**config.mk**
```make
export PLATFORM = sky130hd
export DESIGN_NAME = syn_sys_mem_arb
export DESIGN_NICKNAME = d
export VERILOG_FILES = /design/src/rtl/syn_sys_mem_arb.sv
export SDC_FILE = /design/constraint.sdc
export NUM_CORES = 1
export LEC_CHECK = 0
export ABC_CLOCK_PERIOD_IN_PS = 4600
export CORE_ASPECT_RATIO = 0.9
export CORE_MARGIN = 2
export CORE_UTILIZATION = 46
export CTS_CLUSTER_DIAMETER = 60
export DETAILED_ROUTE_END_ITERATION = 8
export HOLD_SLACK_MARGIN = 0.02
export MAX_ROUTING_LAYER = met4
export PLACE_DENSITY = 0.86
export SLEW_MARGIN = 0
export SYNTH_ARGS = -nofsm -noshare
export SYNTH_HDL_FRONTEND = slang
export SYNTH_SLANG_ARGS = --single-unit
```
**constraint.sdc**
```tcl
create_clock -name clk -period 4.6 [get_ports clk]
set_clock_uncertainty 0.2 [all_clocks]
set_input_delay 1.38 -clock clk [delete_from_list [all_inputs] [get_ports clk]]
set_output_delay 1.38 -clock clk [all_outputs]
set_load 0.02 [all_outputs]
```
**src/rtl/syn_sys_mem_arb.sv**
```systemverilog
`default_nettype none
// +----------------------------------------------------------------------------+
// | Module     : syn_sys_mem_arb                                                 |
// | Description: Two-client round-robin arbiter in front of the system memory   |
// |              controller port. Client 0 is the PCM capture writer, client 1  |
// |              is the HDMI frame reader. Requests are serialised into one     |
// |              command stream. Read data returns to the issuing client using  |
// |              an in-order tag FIFO.                                          |
// | Ports      : clk, rst_n (async, active low)                                 |
// |              cN_wren/cN_rden/cN_addr/cN_wdata -> cN_wait                    |
// |              cN_rd_valid/cN_rdata  read return to client N                  |
// |              mem_wren/mem_rden/mem_addr/mem_wdata <- mem_wait                |
// |              mem_rd_valid/mem_rdata read return from controller             |
// |              rd_err  sticky: return seen with no outstanding read           |
// | Config     : SYN_SYS_MEM_ARB_STATS_EN adds c0_grant_cnt / c1_grant_cnt      |
// | Revision   : 1.0  initial release                                           |
// +----------------------------------------------------------------------------+
module syn_sys_mem_arb #(
   parameter int DATA_W        = 32,
   parameter int ADDR_W        = 27,
   parameter int RD_FIFO_DEPTH = 8,
   parameter int STATS_W       = 16
) (
   input  logic              clk,
   input  logic              rst_n,
   input  logic              c0_wren,
   input  logic              c0_rden,
   input  logic [ADDR_W-1:0] c0_addr,
   input  logic [DATA_W-1:0] c0_wdata,
   output logic              c0_wait,
   output logic              c0_rd_valid,
   output logic [DATA_W-1:0] c0_rdata,
   input  logic              c1_wren,
   input  logic              c1_rden,
   input  logic [ADDR_W-1:0] c1_addr,
   input  logic [DATA_W-1:0] c1_wdata,
   output logic              c1_wait,
   output logic              c1_rd_valid,
   output logic [DATA_W-1:0] c1_rdata,
   input  logic              mem_wait,
   output logic              mem_wren,
   output logic              mem_rden,
   output logic [ADDR_W-1:0] mem_addr,
   output logic [DATA_W-1:0] mem_wdata,
   input  logic              mem_rd_valid,
   input  logic [DATA_W-1:0] mem_rdata,
   output logic              rd_err
`ifdef SYN_SYS_MEM_ARB_STATS_EN
   ,
   output logic [STATS_W-1:0] c0_grant_cnt,
   output logic [STATS_W-1:0] c1_grant_cnt
`endif
);

   localparam int             PTR_W   = $clog2(RD_FIFO_DEPTH);
   localparam logic [PTR_W:0] c_depth = RD_FIFO_DEPTH[PTR_W:0];

   localparam logic [0:0] S_IDLE  = 1'b0;
   localparam logic [0:0] S_ISSUE = 1'b1;

   if (RD_FIFO_DEPTH < 2 || (RD_FIFO_DEPTH & (RD_FIFO_DEPTH - 1)) != 0) begin : g_bad_depth
      $error("RD_FIFO_DEPTH must be a power of 2 and at least 2");
   end
   if (STATS_W < 1) begin : g_bad_stats_w
      $error("STATS_W must be at least 1");
   end

   logic [0:0]               r_state;
   logic                     r_rr_ptr;
   logic                     r_winner;
   logic [RD_FIFO_DEPTH-1:0] r_tag_mem;
   logic [PTR_W-1:0]         r_wr_ptr;
   logic [PTR_W-1:0]         r_rd_ptr;
   logic [PTR_W:0]           r_count;

   logic w_full, w_empty, w_elig0, w_elig1, w_pick;
   logic w_accept, w_push, w_pop, w_head;

   assign w_full  = (r_count == c_depth);
   assign w_empty = (r_count == '0);

   // A read may only start if its tag is guaranteed a FIFO slot.
   assign w_elig0 = c0_wren | (c0_rden & ~w_full);
   assign w_elig1 = c1_wren | (c1_rden & ~w_full);

   // Client rr_ptr wins if eligible, otherwise the other one.
   assign w_pick  = r_rr_ptr ? w_elig1 : ~w_elig0;

   assign w_accept = (r_state == S_ISSUE) & ~mem_wait;
   assign w_push   = w_accept & mem_rden;
   assign w_pop    = mem_rd_valid & ~w_empty;
   assign w_head   = r_tag_mem[r_rd_ptr];

   // Acceptance is reported combinationally so the client can drop its request
   // in the same cycle the controller takes the command.
   assign c0_wait = ~(w_accept & ~r_winner);
   assign c1_wait = ~(w_accept &  r_winner);

   always_ff @(posedge clk or negedge rst_n) begin
      if (!rst_n) begin
         r_state   <= S_IDLE;
         r_rr_ptr  <= 1'b0;
         r_winner  <= 1'b0;
         mem_wren  <= 1'b0;
         mem_rden  <= 1'b0;
         mem_addr  <= '0;
         mem_wdata <= '0;
      end else begin
         case (r_state)
            S_IDLE: begin
               if (w_elig0 | w_elig1) begin
                  r_winner  <= w_pick;
                  // Write wins over a simultaneous read from the same client.
                  mem_wren  <= w_pick ? c1_wren : c0_wren;
                  mem_rden  <= w_pick ? (~c1_wren & c1_rden) : (~c0_wren & c0_rden);
                  mem_addr  <= w_pick ? c1_addr  : c0_addr;
                  mem_wdata <= w_pick ? c1_wdata : c0_wdata;
                  r_state   <= S_ISSUE;
               end
            end
            S_ISSUE: begin
               if (!mem_wait) begin
                  mem_wren <= 1'b0;
                  mem_rden <= 1'b0;
                  r_rr_ptr <= ~r_winner;
                  r_state  <= S_IDLE;
               end
            end
            default: r_state <= S_IDLE;
         endcase
      end
   end

   // In-order tag FIFO: one bit per outstanding read naming its client.
   always_ff @(posedge clk or negedge rst_n) begin
      if (!rst_n) begin
         r_tag_mem <= '0;
         r_wr_ptr  <= '0;
         r_rd_ptr  <= '0;
         r_count   <= '0;
      end else begin
         if (w_push) begin
            r_tag_mem[r_wr_ptr] <= r_winner;
            r_wr_ptr            <= r_wr_ptr + 1'b1;
         end
         if (w_pop) begin
            r_rd_ptr <= r_rd_ptr + 1'b1;
         end
         case ({w_push, w_pop})
            2'b10:   r_count <= r_count + 1'b1;
            2'b01:   r_count <= r_count - 1'b1;
            default: r_count <= r_count;
         endcase
      end
   end

   // Read return steering; rdata holds its last value between returns.
   always_ff @(posedge clk or negedge rst_n) begin
      if (!rst_n) begin
         c0_rd_valid <= 1'b0;
         c1_rd_valid <= 1'b0;
         c0_rdata    <= '0;
         c1_rdata    <= '0;
         rd_err      <= 1'b0;
      end else begin
         c0_rd_valid <= w_pop & ~w_head;
         c1_rd_valid <= w_pop &  w_head;
         if (w_pop & ~w_head) c0_rdata <= mem_rdata;
         if (w_pop &  w_head) c1_rdata <= mem_rdata;
         if (mem_rd_valid & w_empty) rd_err <= 1'b1;
      end
   end

`ifdef SYN_SYS_MEM_ARB_STATS_EN
   // Saturating grant counters.
   always_ff @(posedge clk or negedge rst_n) begin
      if (!rst_n) begin
         c0_grant_cnt <= '0;
         c1_grant_cnt <= '0;
      end else begin
         if (w_accept & ~r_winner & ~&c0_grant_cnt) c0_grant_cnt <= c0_grant_cnt + 1'b1;
         if (w_accept &  r_winner & ~&c1_grant_cnt) c1_grant_cnt <= c1_grant_cnt + 1'b1;
      end
   end
`endif

endmodule
`default_nettype wire

```
==> metrics.txt <==
Final Wtd Congestion 0.827; post_cts resized 0; Final Max Slew Viols 0; worst r2r dst r_count[2]; fin area 0.0103 mm^2; Pwr per Cell Area 680 mW/mm^2; Reg clk slew, reported paths 60 ps; delay-heaviest family, CP buffers and inverters; drt first pass iters 7; Iteration-0 DRC Markers 335; CTS tree built; Core Rows between 40 and 50; Arr. time, crit path about 2800 ps; syn_nets 759; syn avg cell area 11.1 um^2; crit path capture type output pin; layout cells sized above 1 8.62%; total of max-cap violations 0; outcome completed; starting density of the core approximately 47%; Hold Path Class register to register; Synth cell types 40; nets 1032; leakage 4.17 nW; Critical Path Stages 4; CP max stage delay 560 ps; most frequent cells in the layout clkdlybuf4s50_1, dfrtp_1, nand3_1; measured slew at the worst slew-check pin about 1000 ps; setup violators final 0; most crowded layer after global routing met2; worst-path fanout max 5; Worst R2R Setup Slack 1780 ps; Worst Reg-to-Reg Cells 10; Startpoint Class input port; slowest CP cell clkdlybuf4s50_1; clock tree sinks 149; Synth-to-Final Area Change 55.3%; Seq/Total Area, Yosys 56.4%; clock tree buffer depth 2; die area 0.0154 mm^2; Core Area between 0.01 and 0.015 mm^2; ant diodes 0; FF-to-FF Start r_count[0]; met3 Use GR 8.05%; # fillers 992; Die W 130 um; Yosys reg bits 149; fraction of registers with async set/reset 100%; Sum Neg Setup Slack 0 ps; CTS root buf clkbuf_16; Ys Warns 0; Post-Syn Area about 0.0066 mm^2; CP endpoint c1_wait; clk_lat worst skew 430 ps; # DRC 0; antenna violations before repair 0; Synth Instances 596; H-tree levels 4; GRT Util Overall 27.3%; met2 usage 44.0%; critical-path cell list clkdlybuf4s50_1 -> nor2b_1 -> nand2_1 -> clkdlybuf4s50_1; I/O pin cnt ~290; Max-slew headroom 33.7%; Tmin final 4390 ps; drt total wl 19700 um; Hold Slack 287 ps; FMAX 228 MHz; global route overflow 0; Synth Flop Type dfrtp_1; Via density 5.37; PortBufs 287; Post-CTS Setup Bufs 0; post-route ant nets 0; CTS Buf Count 17; cell repeated most along the worst path clkdlybuf4s50_1; wire per inst 18.3 um; period utilization 95.5%; fin util 73.1%; vias in the first global route 5930; EDFF count, synth 0; Final Hold Vio Count 0; CTS Hold Bufs 0; Post-Place Cell Area 0.00968 mm^2; commonest non-fill, non-tap cell in the layout clkdlybuf4s50_1; unrepaired setup endpoints after global routing no; grt met1 use 31.4%; CP Class input port to output pin; vias 5769; Data required, critical path 3020 ps; Worst VDD drop 0.339 mV; largest net degree at the start of global routing 109; Critical Path Source mem_wait; Post-DP HPWL 14100 um; Die Height roughly 120 um; global-route wire length before repair between 30000 and 40000 um; Buf+Inv Stages, Crit Path 2
==> where the power goes <==
group | internal, mW | switching [mW]
clock network | 0.816 | 0.587
logic | 1.59 | 1.70
registers | 1.91 | 0.389
==> kinds of logic after synthesis <==
logic type / synth area share [%]
AOI/OAI and AO/OA: 12.5
xor gates and xnor gates: 1.06
adders and majority gates: 0.946
buffers and inverters: 3.71
DFF: 56.4
muxes: 13.4
and+or+nand+nor: 12.0
==> routing by layer <==
layer,vias up,part of all wire (%)
met5,-,0
met4,0,3.2
met3,49,8.7
met2,262,50
met1,2759,38
li1,2699,-
==> metrics by stage <==
step / setup slack [ps] / cells / power, mW
CTS: 226 / 1075 / 7.04
finish: 207 / 1075 / 6.99
floorplan: 1180 / 596 / 4.00
detailed placement: 242 / 1043 / 5.61
global placement: 270 / 1043 / 5.49
global route: 132 / 1075 / 7.39
==> final cells by class <==
| class | instances | area, um^2 | area share [%] |
|---|---|---|---|
| sequential | 149 | 3730 | 36.3 |
| multi-input combinational | 396 | 2670 | 26.0 |
| clock inverter | 14 | 166 | 1.62 |
| clock buffer | 18 | 429 | 4.18 |
| tap | 193 | 241 | 2.35 |
| inverter | 2 | 7.51 | 0.0731 |
| timing repair buffer | 303 | 3030 | 29.5 |
==> cell usage after synthesis (all sizes together) (2+ instances only) <==
cell type	n	area, um^2
a211oi	2	15.0
a21o	2	15.0
a21oi	5	28.8
a31oi	59	369
buf	23	140
clkbuf	26	97.6
dfrtp	149	3730
ha	5	62.6
inv	2	7.51
mux2	74	833
mux4	2	45.0
nand2	11	41.3
nand2b	6	37.5
nand3	64	320
nand3b	5	37.5
nor2	64	240
nor2b	2	12.5
nor3	3	15.0
nor3b	5	37.5
nor4	3	18.8
o21ai	62	310
o31ai	2	15.0
xnor2	5	43.8
xor2	3	26.3
==> flip-flops by register name, summed over array words and instances (netlist names), 3 cells and up <==
| register | count |
|---|---|
| c0_rdata | 32 |
| c1_rdata | 32 |
| mem_addr | 27 |
| mem_wdata | 32 |
| r_count | 4 |
| r_rd_ptr | 3 |
| r_tag_mem | 8 |
| r_wr_ptr | 3 |
==> worst min-delay path by stage <==
stage,endpoint,start,depth (start not counted)
2_1_floorplan,r_tag_mem[4],r_tag_mem[4],1
3_3_place_gp,c1_rdata[6],c1_rdata[6],1
3_5_place_dp,c1_rdata[23],c1_rdata[23],1
4_1_cts,c1_rdata[19],c1_rdata[19],1
5_1_grt,c1_rdata[8],c1_rdata[8],1
6_report,c1_rdata[19],c1_rdata[19],1
Power figures use the tool's default switching activity.
